### src/rtl/seg7_bus_display_if.sv
// rtl/seg7_bus_display_if.sv - CPU bus bundle for the seven-segment display controller
interface seg7_bus_display_if;
  logic [15:0] addr;
  logic [7:0]  wdata;
  logic        we;
  logic [7:0]  rdata;

  modport master (output addr, output wdata, output we, input rdata);
  modport slave  (input addr, input wdata, input we, output rdata);
endinterface

### src/rtl/seg7_bus_display.sv
// rtl/seg7_bus_display.sv - memory-mapped 4-digit multiplexed seven-segment display
module seg7_bus_display #(
  parameter logic [15:0] BASE_ADDR   = 16'h2000,
  parameter int          REFRESH_DIV = 50000
) (
  input  logic                clk,
  input  logic                reset,
  seg7_bus_display_if.slave   bus,
  output logic [6:0]          segments,
  output logic                decimal_point,
  output logic [3:0]          anode
);

  localparam int CNT_W = (REFRESH_DIV > 1) ? $clog2(REFRESH_DIV) : 1;
  localparam logic [CNT_W-1:0] CNT_MAX = CNT_W'(REFRESH_DIV - 1);

  logic [7:0]       digits_lo;
  logic [7:0]       digits_hi;
  logic [7:0]       ctrl;
  logic [CNT_W-1:0] cnt;
  logic [1:0]       idx;

  logic [15:0] offset;
  logic        in_win;
  logic [7:0]  rd_mux;
  logic [3:0]  cur_digit;
  logic        cur_dp;
  logic        cur_blank;

  // Subtracting the base keeps the decode correct for unaligned BASE_ADDR too.
  assign offset = bus.addr - BASE_ADDR;
  assign in_win = (offset[15:2] == 14'd0);

  function automatic logic [6:0] font(input logic [3:0] d);
    case (d)
      4'h0: font = 7'h40;
      4'h1: font = 7'h79;
      4'h2: font = 7'h24;
      4'h3: font = 7'h30;
      4'h4: font = 7'h19;
      4'h5: font = 7'h12;
      4'h6: font = 7'h02;
      4'h7: font = 7'h78;
      4'h8: font = 7'h00;
      4'h9: font = 7'h10;
      4'hA: font = 7'h08;
      4'hB: font = 7'h03;
      4'hC: font = 7'h46;
      4'hD: font = 7'h21;
      4'hE: font = 7'h06;
      default: font = 7'h0E;
    endcase
  endfunction

  always_comb begin
    rd_mux = 8'h00;
    case (offset[1:0])
      2'd0:    rd_mux = digits_lo;
      2'd1:    rd_mux = digits_hi;
      2'd2:    rd_mux = ctrl;
      default: rd_mux = 8'h00;
    endcase
  end

  always_comb begin
    cur_digit = 4'h0;
    case (idx)
      2'd0:    cur_digit = digits_lo[3:0];
      2'd1:    cur_digit = digits_lo[7:4];
      2'd2:    cur_digit = digits_hi[3:0];
      default: cur_digit = digits_hi[7:4];
    endcase
    cur_dp    = ctrl[idx];
    cur_blank = ctrl[{2'b01, idx}];
  end

  always_ff @(posedge clk or posedge reset) begin
    if (reset) begin
      digits_lo     <= 8'h00;
      digits_hi     <= 8'h00;
      ctrl          <= 8'h00;
      cnt           <= '0;
      idx           <= 2'd0;
      bus.rdata     <= 8'h00;
      anode         <= 4'b1111;
      segments      <= 7'h7F;
      decimal_point <= 1'b1;
    end else begin
      if (bus.we && in_win) begin
        case (offset[1:0])
          2'd0:    digits_lo <= bus.wdata;
          2'd1:    digits_hi <= bus.wdata;
          2'd2:    ctrl      <= bus.wdata;
          default: ;
        endcase
      end

      bus.rdata <= in_win ? rd_mux : 8'h00;

      if (cnt == CNT_MAX) begin
        cnt <= '0;
        idx <= idx + 2'd1;
      end else begin
        cnt <= cnt + CNT_W'(1);
      end

      // Outputs image the pre-edge idx and registers, so a same-edge write shows one edge later.
      anode         <= cur_blank ? 4'b1111 : ~(4'b0001 << idx);
      segments      <= font(cur_digit);
      decimal_point <= ~cur_dp;
    end
  end

endmodule

### src/flat_wrapper.sv
// flat-port wrapper written by rule: the top's interface ports become plain ports
module seg7_bus_display_flat 
#(
  parameter logic [15:0] BASE_ADDR   = 16'h2000,
  parameter int          REFRESH_DIV = 50000
)
  (clk, reset, segments, decimal_point, anode, bus_addr, bus_wdata, bus_we, bus_rdata);
  seg7_bus_display_if bus_i ();
  input  logic clk;
  input  logic reset;
  output logic [6:0] segments;
  output logic decimal_point;
  output logic [3:0] anode;
  input wire logic [$bits(bus_i.addr)-1:0] bus_addr;
  input wire logic [$bits(bus_i.wdata)-1:0] bus_wdata;
  input wire logic [$bits(bus_i.we)-1:0] bus_we;
  output wire logic [$bits(bus_i.rdata)-1:0] bus_rdata;
  assign bus_i.addr = bus_addr;
  assign bus_i.wdata = bus_wdata;
  assign bus_i.we = bus_we;
  assign bus_rdata = bus_i.rdata;
  seg7_bus_display #(.BASE_ADDR(BASE_ADDR), .REFRESH_DIV(REFRESH_DIV)) u_core (.clk(clk), .reset(reset), .bus(bus_i), .segments(segments), .decimal_point(decimal_point), .anode(anode));
endmodule
### config.mk
export PLATFORM = sky130hd
export DESIGN_NAME = seg7_bus_display_flat
export DESIGN_NICKNAME = d
export VERILOG_FILES = /design/src/rtl/seg7_bus_display_if.sv /design/src/rtl/seg7_bus_display.sv /design/src/flat_wrapper.sv
export SDC_FILE = /design/constraint.sdc
export NUM_CORES = 1
export LEC_CHECK = 0
export BUFFER_PORTS_ARGS = -buffer_cell sky130_fd_sc_hd__buf_2
export CORE_MARGIN = 5
export CORE_UTILIZATION = 35
export CTS_BUF_LIST = sky130_fd_sc_hd__clkbuf_16
export DETAILED_ROUTE_END_ITERATION = 16
export PLACE_DENSITY = 0.58
export SLEW_MARGIN = 20
export SYNTH_ARGS = -nofsm -noshare
export SYNTH_HDL_FRONTEND = slang
export SYNTH_SLANG_ARGS = --single-unit
export TNS_END_PERCENT = 30
### constraint.sdc
create_clock -name clk -period 6.75 [get_ports clk]
set_clock_uncertainty 0.1 [all_clocks]
set_input_delay 0.675 -clock clk [delete_from_list [all_inputs] [get_ports clk]]
set_output_delay 0.675 -clock clk [all_outputs]
set_load 0.005 [all_outputs]
==> After elaboration in Yosys (flattened, before gate mapping) <==
Memories as Yosys holds them, arrays and structs flattened. A register that Yosys moved wholly into a read port is not among the register bits.
Cells that the tools add are included.
W data, S select, Z words.
{ "classes": {"n_addsub": 3, "n_mul": 0, "div": 0, "order_cmp": 2, "n_eq_ne": 5, "shifts": 1, "muxes": 9, "bitwise": 2, "reduce_logical": 7} }
{ "ops": {"columns": ["cell", "count"], "rows": [
  ["$pmux W8 S3", 1],
  ["$add A16 B1 Y16 const B", 1],
  ["$eq A16 B16 Y1 const B", 1],
  ["$mux W16", 1],
  ["$sub A16 B14 Y16 const B", 1],
  ["$logic_not A14 Y1", 1],
  ["$pmux W4 S3", 1],
  ["$mux W8", 1],
  ["$reduce_and A2 Y1", 3],
  ["$bmux W1 S2", 2],
  ["$eq A2 B1 Y1 const B", 2],
  ["$eq A2 B2 Y1 const B", 2],
  ["$logic_not A2 Y1", 2],
  ["$lt A2 B4 Y1 const B", 1],
  ["$lt A3 B4 Y1 const B", 1],
  ["$mux W4", 1],
  ["$not A4 Y4", 1],
  ["$shl A1 B2 Y4 const A", 1],
  ["$add A2 B1 Y2 const B", 1],
  ["$mux W1", 2],
  ["$logic_and A1 B1 Y1", 1],
  ["$not A1 Y1", 1]
]} }
{ "totals": {"reg_bits": 55, "latchBits": 0, "mem_bits_rw": 0, "rom_bits": 112, "inputBits": 27, "output_inout_bits": 20, "elab_cells": 38, "n_memories": 1} }
{ "memory_table": {"columns": ["name", "depth", "width", "rd", "rd_clocked_by_memory_dff", "write_ports", "line", "rtl"], "rows": [
  ["(name not given)", 16, 7, 1, 1, 0, "seg7_bus_display.sv:35", "case (d)"]
]} }

==> Longest topological paths before layout <==
{ "depth": {"ltp_word": 4, "ltp_mapped": 9, "depth_no_buf": 9} }

==> Worst setup path before layout <==
Ideal clock, no wire load.
{ "synth_path": {"kind": "input port to flip-flop", "startpoint": "in bus_addr[13]", "endpoint": "reg u_core.digits_hi[0]", "setup_ns": 0.125, "t_arrival_ns": 2.224, "t_required_ns": 6.525, "slack_ns": 4.301, "path_stages": 6, "n_path_buf": 0, "path_cell_list": "inv_1 > ha_1 > nor4b_1 > nand3_1 > nor4_4 > mux2_2"} }
{ "synth_between": {"elab_chain_len": 4} }
{ "synth_lines": {"columns": ["item", "line", "rtl"], "rows": [
  ["start, declared", "flat_wrapper.sv:14", "input wire logic [$bits(bus_i.addr)-1:0] bus_addr;"],
  ["$sub A16 B14 Y16", "seg7_bus_display.sv:31", "assign offset = bus.addr - BASE_ADDR;"],
  ["$logic_not A14 Y1", "seg7_bus_display.sv:32", "assign in_win = (offset[15:2] == 14'd0);"],
  ["$logic_and A1 B1 Y1", "seg7_bus_display.sv:89", "if (bus.we && in_win) begin"],
  ["$reduce_and A2 Y1 (no line)", null, null],
  ["end signal, assigned", "seg7_bus_display.sv:92", "2'd1: digits_hi <= bus.wdata;"],
  ["end, declared", "seg7_bus_display.sv:18", "logic [7:0] digits_hi;"]
]} }
Every way passes these cells.
A chain may end at the register's enable or synchronous reset.

==> Worst setup path in the final report <==
{ "layout_path": {"startpoint": "reg u_core.idx[0]", "endpoint": "reg u_core.segments[0]"} }
{ "layout_between": {"elab_chain_len": 2, "word_cells_on_any_way": 4} }
{ "layout_lines": {"columns": ["item", "line", "rtl"], "rows": [
  ["start, declared", "seg7_bus_display.sv:21", "logic [1:0] idx;"],
  ["start signal, assigned", "seg7_bus_display.sv:102", "idx <= idx + 2'd1;"],
  ["$eq A2 B2 Y1, or another cell as far along", "seg7_bus_display.sv:67", "case (idx)"],
  ["$pmux W4 S3 *", "seg7_bus_display.sv:67", null],
  ["end, declared", "seg7_bus_display.sv:9", "output logic [6:0] segments,"]
]} }
Mark *: on every way between the ends. The rest lies on a longest branch, timed or not.

==> flow_summary.json <==
{
  "seqCellArea_um2": 1570,
  "timing.fmax_ghz": 0.376,
  "core_area_um2": 8640,
  "drc": 0,
  "ys_warn_count": 0,
  "cp_max_fo": 6,
  "cts.sinks": 62,
  "synth-simple-area-share": 0.152,
  "synthAdderAreaFrac": 0.0528,
  "ys_ff_latch": 62,
  "dieArea_um2": 10800,
  "max_cap_violations": 0,
  "placed_area_um2": 3440,
  "hold_violations": 0,
  "fill_cells": 859,
  "clock_latency_ns": 0.32,
  "layout-drive-gt1-share": 0.335,
  "crit_path_end_kind": "flop",
  "antenna_found_initial": 0,
  "die_x_um": 104,
  "grt_max_degree": 63,
  "finalSetupViolCount": 0,
  "cts-root-buf": "clkbuf_16",
  "netlist_area_um2": 3080,
  "fin_util": 0.428,
  "critPathKind": "reg -> reg",
  "ctsHoldBuffers": 0,
  "most-common-layout-cells": "dfrtp_1 (50), buf_2 (46), mux2_2 (27), nor2_1 (22), inv_1 (18)",
  "fin_area_um2": 3690,
  "final_antenna_net_count": 0,
  "synth_top_family_by_area": "multiplexers",
  "yosysSeqAreaShare": 0.508,
  "htreeDepth": 3,
  "required_ns": 6.89,
  "multi_input_area_um2": 1430,
  "start_util": 0.357,
  "synth_compound_area_frac": 0.0422,
  "drt-initial-drc-count": 85,
  "track_usage": 0.122,
  "synth_nets": 301,
  "synthMuxAreaShare": 0.172,
  "critPathLaunchType": "flop",
  "dr.pass1.iters": 4,
  "route.vias.total": 2119,
  "cts_resized": 0,
  "power.density_nw_per_um2": 213,
  "power.total_uw": 785,
  "fin_crit_sh": 0.394,
  "clock_path_buffers": 2,
  "overflow": 0,
  "postSynthAreaPerCell_um2": 11.8,
  "wl_per_cell_um": 14.6,
  "rsz0062_at_grt": "no",
  "dp_cells": 411,
  "status": "finished clean",
  "vias_per_cell": 4.96,
  "tns_ns": 0,
  "rows": 34,
  "diodes": 0,
  "cts_tree": "yes",
  "p_leak_nw": 1.70,
  "synth-xor-area-share": 0.0455,
  "ir_worst_vdd_mv": 0.0972,
  "die_h_um": 104,
  "worst_pin_slew_ns": 0.813,
  "syn_inst": 261,
  "syn_to_final_growth_pct": 19.8,
  "slowest_stage": "dfrtp_1",
  "final_common_cell": "dfrtp_1",
  "maxSlewViolCount": 0,
  "path_cells": "inv_1 -> ha_1 -> a22oi_1 -> nand2_1 -> mux2i_1 -> inv_1 -> ha_1 -> and3_1 -> a221o_1",
  "gp_congestion": 0.773,
  "worst_path_largest_cell_delay_ns": 0.49,
  "hpwl_mm": 4.59,
  "fin_ws_ns": 4.09,
  "crit_arrival_ns": 2.80,
  "synth.distinct_cells": 36,
  "relSlewSlack": 0.447,
  "cts-buffers-inserted": 9,
  "min_path_type": "reg -> reg",
  "grt_pass1_vias": 2262,
  "nNetsFinal": 354,
  "holdWs_ns": 0.364,
  "routed_wl_mm": 6.23,
  "fin_crit_ns": 2.66,
  "pre_cts_slack_ns": 3.94,
  "postCtsSetupBuffers": 0,
  "port_buffers": 46,
  "grt_pass1_wl_mm": 10.7,
  "io_pins": 47,
  "final_cells": 427,
  "clk_pin_slew_ns": 0.05
}
[sequential cells by signal (all words and copies together), names as in the netlist]
| signal | count |
|---|---|
| u_core.cnt | 16 |
| u_core.bus.rdata | 8 |
| u_core.ctrl | 8 |
| u_core.digits_hi | 8 |
| u_core.digits_lo | 8 |
| u_core.segments | 7 |
| u_core.anode | 4 |
| u_core.idx | 2 |
| u_core.decimal_point | 1 |
[routing by layer]
metal / part of all wire / global-route usage / up-vias
met3: 0.042 / 0.0317 / 13
li1: - / - / 1040
met2: 0.48 / 0.198 / 38
met5: 0 / 0 / -
met4: 0.021 / 0.0583 / 0
met1: 0.45 / 0.149 / 1028
[cells in the mapped netlist]
| library cell | n | share of area |
|---|---|---|
| nor2_1 | 22 | 0.027 |
| and3_1 | 1 | 0.0020 |
| or2_2 | 1 | 0.0020 |
| o31ai_1 | 1 | 0.0024 |
| nand3_1 | 7 | 0.011 |
| a22oi_1 | 1 | 0.0024 |
| o22ai_1 | 4 | 0.0081 |
| nor3_1 | 12 | 0.019 |
| dfstp_2 | 12 | 0.10 |
| a222oi_1 | 3 | 0.0097 |
| or4_1 | 1 | 0.0024 |
| o21ai_0 | 1 | 0.0016 |
| clkbuf_1 | 3 | 0.0037 |
| nor2b_1 | 2 | 0.0041 |
| xor2_1 | 6 | 0.017 |
| a21oi_1 | 9 | 0.015 |
| mux2_2 | 27 | 0.099 |
| nand4_1 | 4 | 0.0081 |
| mux2i_1 | 18 | 0.058 |
| inv_1 | 16 | 0.019 |
| dfrtp_1 | 50 | 0.41 |
| xnor2_1 | 10 | 0.028 |
| nand2_1 | 12 | 0.015 |
| nand2b_1 | 4 | 0.0081 |
| nor3b_1 | 1 | 0.0024 |
| mux4_2 | 2 | 0.015 |
| nor3_2 | 1 | 0.0032 |
| or3_1 | 2 | 0.0041 |
| nand3_4 | 1 | 0.0057 |
| ha_1 | 13 | 0.053 |
| buf_2 | 3 | 0.0049 |
| nor4_1 | 5 | 0.010 |
| nor4b_1 | 2 | 0.0057 |
| nor4b_4 | 1 | 0.0077 |
| a221o_1 | 1 | 0.0032 |
| nor4_4 | 2 | 0.014 |
[critical path, delay by kind of cell, from the launching register on]
| family | cells | cell delay (ns) |
|---|---|---|
| adder cells (fa/ha/maj) | 2 | 0.60 |
| AND/OR/NAND/NOR | 2 | 0.23 |
| buffers and inverters | 2 | 0.33 |
| AO/OA/AOI/OAI | 2 | 0.45 |
| flip-flops | 1 | 0.49 |
| multiplexers | 1 | 0.38 |
[worst paths after layout]
path	slack, ns	cells after the start	startpoint	endpoint
setup / recovery	4.09	9	u_core.idx[0]	u_core.segments[0]
hold / removal	0.36	1	u_core.cnt[0]	u_core.cnt[0]
setup reg to reg	4.09	9	u_core.idx[0]	u_core.segments[0]
hold reg to reg	0.36	1	u_core.cnt[0]	u_core.cnt[0]
max in group asynchronous	5.59	3	reset	u_core.ctrl[2]
min in group asynchronous	0.48	3	reset	u_core.cnt[1]
[cells by family (layout without fill, tap and decap cells)]
| family | after synthesis | in the layout |
|---|---|---|
| xor+xnor | 16 | 16 |
| buf+inv | 22 | 80 |
| fa+ha+maj | 13 | 13 |
| mux | 47 | 47 |
| compound gates | 20 | 20 |
| simple gates | 81 | 81 |
| flops | 62 | 62 |
[final cells by class]
type                            count  share of cell area
Sequential cell                    62               0.424
Clock inverter                      7             0.00745
Clock buffer                        9              0.0610
Inverter                           16              0.0163
Tap cell                          108              0.0366
Timing Repair Buffer               48              0.0664
Multi-Input combinational cell    177               0.388
[power by group]
part	total (mW)	internal, mW	switching [mW]
Clock	0.385	0.239	0.146
Sequential	0.373	0.373	0.0000516
Combinational	0.0275	0.00945	0.0181
No activity file was read; power rests on OpenSTA's default activity.
